[src/rtl/joy_serial_pkg.sv]
`default_nettype none
// ============================================================================
//  Module   : joy_serial_pkg
//  Purpose  : Shared FSM state encoding and width helpers for the serial
//             joystick reader.
//  Revision : 1.0  initial release
// ============================================================================
package joy_serial_pkg;

  localparam int STATE_W = 3;

  typedef enum logic [STATE_W-1:0] {
    IDLE   = 3'd0,
    LOAD   = 3'd1,
    SAMPLE = 3'd2,
    HIGH   = 3'd3,
    LATCH  = 3'd4,
    GAP    = 3'd5
  } state_t;

  // Counter width able to hold 0..n-1; never collapses to zero bits.
  function automatic int cnt_width(input int n);
    return (n > 1) ? $clog2(n) : 1;
  endfunction

endpackage
`default_nettype wire

[src/rtl/joy_serial_tick.sv]
`default_nettype none
// ============================================================================
//  Module   : joy_serial_tick
//  Purpose  : Free-running prescaler; tick is high for one clk_sys cycle
//             out of every DIV cycles.
//  Revision : 1.0  initial release
// ============================================================================
module joy_serial_tick
  import joy_serial_pkg::*;
#(
  parameter int DIV = 24
) (
  input  logic clk_sys,
  input  logic reset_n,
  output logic tick
);

  localparam int DIV_W = cnt_width(DIV);
  localparam logic [DIV_W-1:0] DIV_LAST = DIV_W'(DIV - 1);

  logic [DIV_W-1:0] divider;

  // Count 0..DIV-1 and wrap, independent of anything else in the design.
  always_ff @(posedge clk_sys or negedge reset_n) begin
    if (!reset_n) begin
      divider <= '0;
    end else if (divider == DIV_LAST) begin
      divider <= '0;
    end else begin
      divider <= divider + 1'b1;
    end
  end

  assign tick = (divider == DIV_LAST);

endmodule
`default_nettype wire

[src/rtl/joy_serial_reader.sv]
`default_nettype none
// ============================================================================
//  Module   : joy_serial_reader
//  Purpose  : N-player serial joystick reader for 74HC165-style adapters.
//             Loads the adapter, shifts PLAYERS*BITS_PER_PLAYER bits and
//             latches active-high button words.
//  Config   : JOY_SERIAL_DEBOUNCE_EN - when defined, a new button word is
//             only accepted after two identical consecutive frames.
//  Revision : 1.0  initial release
// ============================================================================
module joy_serial_reader
  import joy_serial_pkg::*;
#(
  parameter int PLAYERS         = 2,
  parameter int BITS_PER_PLAYER = 12,
  parameter int CLK_DIV         = 24,
  parameter int POLL_GAP        = 64
) (
  input  logic                               clk_sys,
  input  logic                               reset_n,
  input  logic                               enable,
  input  logic                               joy_data,
  output logic                               joy_clk,
  output logic                               joy_load,
  output logic [PLAYERS*BITS_PER_PLAYER-1:0] joystick,
  output logic                               frame_valid
);

  localparam int N     = PLAYERS * BITS_PER_PLAYER;
  localparam int BIT_W = cnt_width(N);
  localparam int GAP_W = cnt_width(POLL_GAP);
  localparam logic [BIT_W-1:0] LAST_BIT = BIT_W'(N - 1);
  localparam logic [GAP_W-1:0] LAST_GAP = GAP_W'(POLL_GAP - 1);

  state_t             state;
  logic [BIT_W-1:0]   bitcnt;
  logic [GAP_W-1:0]   gapcnt;
  logic [N-1:0]       raw;
  logic               tick;
  logic               accept;

  joy_serial_tick #(
    .DIV (CLK_DIV)
  ) u_tick (
    .clk_sys (clk_sys),
    .reset_n (reset_n),
    .tick    (tick)
  );

`ifdef JOY_SERIAL_DEBOUNCE_EN
  logic [N-1:0] prev;

  // Remember every completed raw frame so the next one can be compared.
  always_ff @(posedge clk_sys or negedge reset_n) begin
    if (!reset_n) begin
      prev <= '0;
    end else if (state == LATCH) begin
      prev <= raw;
    end
  end

  assign accept = (raw == prev);
`else
  assign accept = 1'b1;
`endif

  // Frame sequencer: load pulse, N shift-clock periods, latch, idle gap.
  always_ff @(posedge clk_sys or negedge reset_n) begin
    if (!reset_n) begin
      state       <= IDLE;
      joy_clk     <= 1'b0;
      joy_load    <= 1'b1;
      joystick    <= '0;
      frame_valid <= 1'b0;
      bitcnt      <= '0;
      gapcnt      <= '0;
      raw         <= '0;
    end else begin
      frame_valid <= 1'b0;
      case (state)
        IDLE: begin
          if (enable && tick) begin
            state    <= LOAD;
            joy_load <= 1'b0;
          end
        end

        LOAD: begin
          if (!enable) begin
            state    <= IDLE;
            joy_clk  <= 1'b0;
            joy_load <= 1'b1;
          end else if (tick) begin
            state    <= SAMPLE;
            joy_load <= 1'b1;
            bitcnt   <= '0;
          end
        end

        SAMPLE: begin
          if (!enable) begin
            state    <= IDLE;
            joy_clk  <= 1'b0;
            joy_load <= 1'b1;
          end else if (tick) begin
            // Data is taken before the rising edge we launch here shifts it.
            for (int k = 0; k < N; k++) begin
              if (bitcnt == BIT_W'(k)) begin
                raw[k] <= ~joy_data;
              end
            end
            joy_clk <= 1'b1;
            state   <= HIGH;
          end
        end

        HIGH: begin
          if (!enable) begin
            state    <= IDLE;
            joy_clk  <= 1'b0;
            joy_load <= 1'b1;
          end else if (tick) begin
            joy_clk <= 1'b0;
            if (bitcnt == LAST_BIT) begin
              state <= LATCH;
            end else begin
              bitcnt <= bitcnt + 1'b1;
              state  <= SAMPLE;
            end
          end
        end

        LATCH: begin
          if (accept) begin
            joystick <= raw;
          end
          frame_valid <= 1'b1;
          gapcnt      <= '0;
          state       <= GAP;
        end

        GAP: begin
          if (tick) begin
            if (gapcnt == LAST_GAP) begin
              state <= IDLE;
            end else begin
              gapcnt <= gapcnt + 1'b1;
            end
          end
        end

        default: begin
          state    <= IDLE;
          joy_clk  <= 1'b0;
          joy_load <= 1'b1;
        end
      endcase
    end
  end

endmodule
`default_nettype wire

[config.mk]
export PLATFORM = sky130hd
export DESIGN_NAME = joy_serial_reader
export DESIGN_NICKNAME = d
export VERILOG_FILES = /design/src/rtl/joy_serial_pkg.sv /design/src/rtl/joy_serial_tick.sv /design/src/rtl/joy_serial_reader.sv
export SDC_FILE = /design/constraint.sdc
export NUM_CORES = 1
export LEC_CHECK = 0
export ABC_AREA = 1
export ABC_CLOCK_PERIOD_IN_PS = 1530
export BUFFER_PORTS_ARGS = -buffer_cell sky130_fd_sc_hd__buf_2
export CAP_MARGIN = 20
export CORE_UTILIZATION = 40
export CTS_BUF_LIST = sky130_fd_sc_hd__clkbuf_4
export DETAILED_ROUTE_END_ITERATION = 16
export PLACE_DENSITY_LB_ADDON = 0.3
export SLEW_MARGIN = 20
export SYNTH_ARGS = -nofsm -noshare
export SYNTH_HDL_FRONTEND = slang
export SYNTH_HIERARCHICAL = 1
export SYNTH_SLANG_ARGS = --single-unit
[constraint.sdc]
create_clock -name clk_sys -period 1.53 [get_ports clk_sys]
set_input_delay 0.306 -clock clk_sys [delete_from_list [all_inputs] [get_ports clk_sys]]
set_output_delay 0.306 -clock clk_sys [all_outputs]
set_load 0.005 [all_outputs]
==> results.py <==
metrics = {
    "hold_path": {
        "hp-class": "input port to flop",
        "worst_hold_startpoint": "enable",
    },
    "logic_synthesis": {
        "ys.warnings.count": 6,
        "postSynthCellCount": 404,
        "async_set_or_reset_flop_fraction_in_the_synthesized_netlist_pct": 100.0,
        "dominantRegCellSynth": "dfrtp_1",
        "synth_nets": 415,
        "synthDistinctLibCells": 26,
        "synth_enable_flop_cells": 0,
        "ys_seq_area_share_pct": 53.35,
        "multiplexer_share_of_the_synthesized_area_pct": 0,
        "post_synth_top_area_cell": "dfrtp_1",
        "synth-seq-cells": 70,
        "yosys.area_share.xor_xnor_pct": 0.5331,
        "post-synth-top-count-cell": "nand2_1",
        "yosys.area_share.simple_pct": 31.53,
        "synth_compound_area_share_pct": 6.131,
        "synth_top_family_by_area": "simple AND/OR/NAND/NOR gates",
        "yosys.area.top_type_share_pct": 52.55,
        "netlist_top_cells_count": "nand2_1 (158), dfrtp_1 (69), nand3_1 (38)",
        "synth.top_cells.by_area": "dfrtp_1 (53%), nand2_1 (18%), nand3_1 (5.8%), o21ai_1 (3.0%), nor2_1 (2.7%)",
        "synth-adder-area-share_pct": 2.666,
        "average_size_of_a_mapped_cell_um2": 8.133,
        "netlist_area_um2": 3286,
    },
    "global_route": {
        "grt_max_degree": 71,
        "track_usage_pct": 17.39,
        "grt_pass1_wl_um": 11830,
        "first_global_vias": 2602,
        "grt.overflow.total": 0,
        "antenna_found_initial": 0,
    },
    "timing": {
        "hold_viol_final": 0,
        "slew_viol_final": 0,
        "worst_slew_pin_slew_ns": 0.4221,
        "holdWs_ns": 0.3452,
        "timing.clock.skew_ns": 0.01272,
        "finalSetupTns_ns": 0,
        "slew_headroom_pct": 71.86,
        "final_min_period_over_clock_period_pct": 99.88,
        "finalSetupViolCount": 0,
        "highest_clock_frequency_the_design_can_meet_mhz": 654.4,
        "grt_setup_unrepaired": "true",
        "finalCriticalPeriod_ns": 1.528,
    },
    "layout": {
        "num-fill-cells": 768,
        "design_area_um2": 3989,
        "multi_input_combinational_cell_area_um2": 1481,
        "finish.cell_count_without_fillers": 558,
        "antennaDiodeCount": 0,
        "regArea_um2": 1753,
        "nets": 462,
        "drive_gt1_share_pct": 22.81,
        "syn_to_final_growth_pct": 21.40,
    },
    "worst_setup_path": {
        "crit_fanout": 4,
        "required_ns": 1.83,
        "delay_heaviest_family_cp": "simple AND/OR/NAND/NOR gates",
        "cp-startpoint": "u_tick/divider[0]",
        "critical_path.cell_chain": "ha_4 > nand3_4 > nor2_4 > buf_4 > inv_2 > nand4_1 > nand2_1 > nand2_2 > nand2_1 > nand2_1 > nand2_1",
        "cp_common_cell": "nand2_1",
        "worst-path-buf-inv": 2,
        "cp-end-kind": "flop",
        "worstReg2RegStart": "u_tick/divider[0]",
        "slowest_delay_ns": 0.41,
        "criticalPathCategory": "flop to flop",
        "critical_path_arrival_ns": 1.83,
        "crit_path_start_kind": "flop",
        "crit_path_top_delay_cell": "dfrtp_1",
        "ff2ff_setup_slack_ns": 0.002,
    },
    "place": {
        "dp_cells": 531,
        "placement.cell_area_um2": 3598,
        "post-dp-hpwl_um": 4533,
        "gp_congestion": 0.8384,
        "port_buffers": 30,
    },
    "power": {
        "p_total_mw": 3.220,
        "power.density_nw_per_um2": 807.4,
        "power_leakage_nw": 2.045,
        "worst_ir_drop_vdd_uv": 432.7,
    },
    "flow_run": {
        "max_cap_viol_count": 0,
    },
    "clock_network": {
        "cell_at_the_root_of_the_clock_tree": "clkbuf_4",
        "tritoncts.num_buffers": 9,
        "clock_sinks": 70,
        "htree_levels": 3,
        "cts_tree": "yes",
        "clock_tree.buffer_depth": 2,
        "clk_latency_ns": 0.41,
        "cts.clk_slew.worst_paths_ns": 0.10,
    },
    "floorplanning": {
        "floorplan.die_area_um2": 8580,
        "core_region_area_um2": 7848,
        "placement_rows": 32,
        "chipHeight_um": 92.63,
        "pin_count": 31,
        "die_x_um": 92.63,
        "initial_utilization_pct": 41.87,
    },
    "drt": {
        "via_per_inst": 4.903,
        "drc": 0,
        "postRouteWirelength_um": 6899,
        "ant_nets": 0,
        "drt_iter0_drc": 139,
        "dr_total_vias": 2736,
        "routedWlPerCell_um": 12.36,
        "first_pass_iters": 5,
    },
    "status": {
        "outcome": "complete, no violations",
    },
}
-- repair_timing --
item,in CTS,in global routing
pin swaps,7,15
buffers inserted,5,3
hold endpoints to repair,69,0
hold buffers,1,0
endpoints found under the setup margin,15,37
resized for setup,9,26
gates cloned,2,0
-- worst paths after layout --
check / cells after the start / end
max: 11 / state[0]
min: 5 / joy_clk
max reg2reg: 11 / state[0]
min reg2reg: 2 / joy_load
max in group asynchronous: 3 / bitcnt[1]
min in group asynchronous: 3 / gapcnt[5]
-- kinds of logic (layout without fill, tap and decap cells) --
logic type / after synthesis / count (layout)
xor gates and xnor gates: 2 / 2
and+or+nand+nor: 244 / 244
DFF: 70 / 70
buffers and inverters: 42 / 93
adders and majority gates: 7 / 7
AOI/OAI and AO/OA: 39 / 40
-- routing by layer --
metal / part of all wire (%) / up-vias / global-route usage, %
met4: 0.62 / 0 / 6.154
met5: 0 / - / 0
met1: 50 / 1270 / 24.43
li1: - / 1397 / -
met3: 4.0 / 6 / 3.695
met2: 45 / 63 / 26.60
-- per-stage QoR --
step	setup slack (ns)	util [%]
5_1_grt	-0.07808	50.83
6_report	0.001896	50.83
4_1_cts	-0.006464	49.33
3_5_place_dp	-0.07608	45.85
2_1_floorplan	0.02927	-
3_3_place_gp	-0.02067	45.85
-- flip-flops by register name (all words and copies together), names as in the netlist --
| name | flops |
|---|---|
| joy_clk | 1 |
| u_tick/divider | 5 |
| raw | 24 |
| state | 3 |
| gapcnt | 6 |
| bitcnt | 5 |
| joy_load | 1 |
| joystick | 24 |
| frame_valid | 1 |
-- cell usage in the layout, fill, tap and decap left out, types with 2 or more instances in the layout --
cell type  synthesis  layout
nand2_1          158     154
dfrtp_1           69      69
nand3_1           38      33
buf_2              8      30
o21ai_1           20      20
nor2_1            24      18
inv_1             23      18
buf_4              2      16
o21ai_0           15      15
clkbuf_4           0      11
nand4_1            9       9
inv_2              3       7
nor2_2             1       5
nor3_1             8       5
nand3_2            2       5
nor3_2             1       4
nand2_2            0       3
ha_2               0       3
ha_1               7       3
buf_12             0       3
nand3_4            0       2
xor2_1             2       2
a21oi_1            2       2
nor2_4             0       2
o21ai_4            0       2
bufinv_16          0       2
clkinv_2           0       2
-- worst register-to-register path: stages (launching register included) --
cell     delay (ns)
dfrtp_1        0.41
ha_4           0.16
nand3_4        0.09
nor2_4         0.13
buf_4          0.14
inv_2          0.04
nand4_1        0.11
nand2_1        0.08
nand2_2        0.12
nand2_1        0.06
nand2_1        0.05
nand2_1        0.05
-- final cells by class --
type	instances	area share (%)
clock buffer	11	2.070
clock inverter	5	1.851
inverter	26	2.572
multi-input combinational	293	37.14
sequential	70	43.95
tap	102	3.199
timing repair buffer	51	9.222
-- where the power goes --
group / switching (mW) / internal [mW]
registers: 0 / 1.85
logic: 0.0475 / 0.0102
clock network: 0.623 / 0.690
total: 0.671 / 2.55
Power figures use the tool's default switching activity.
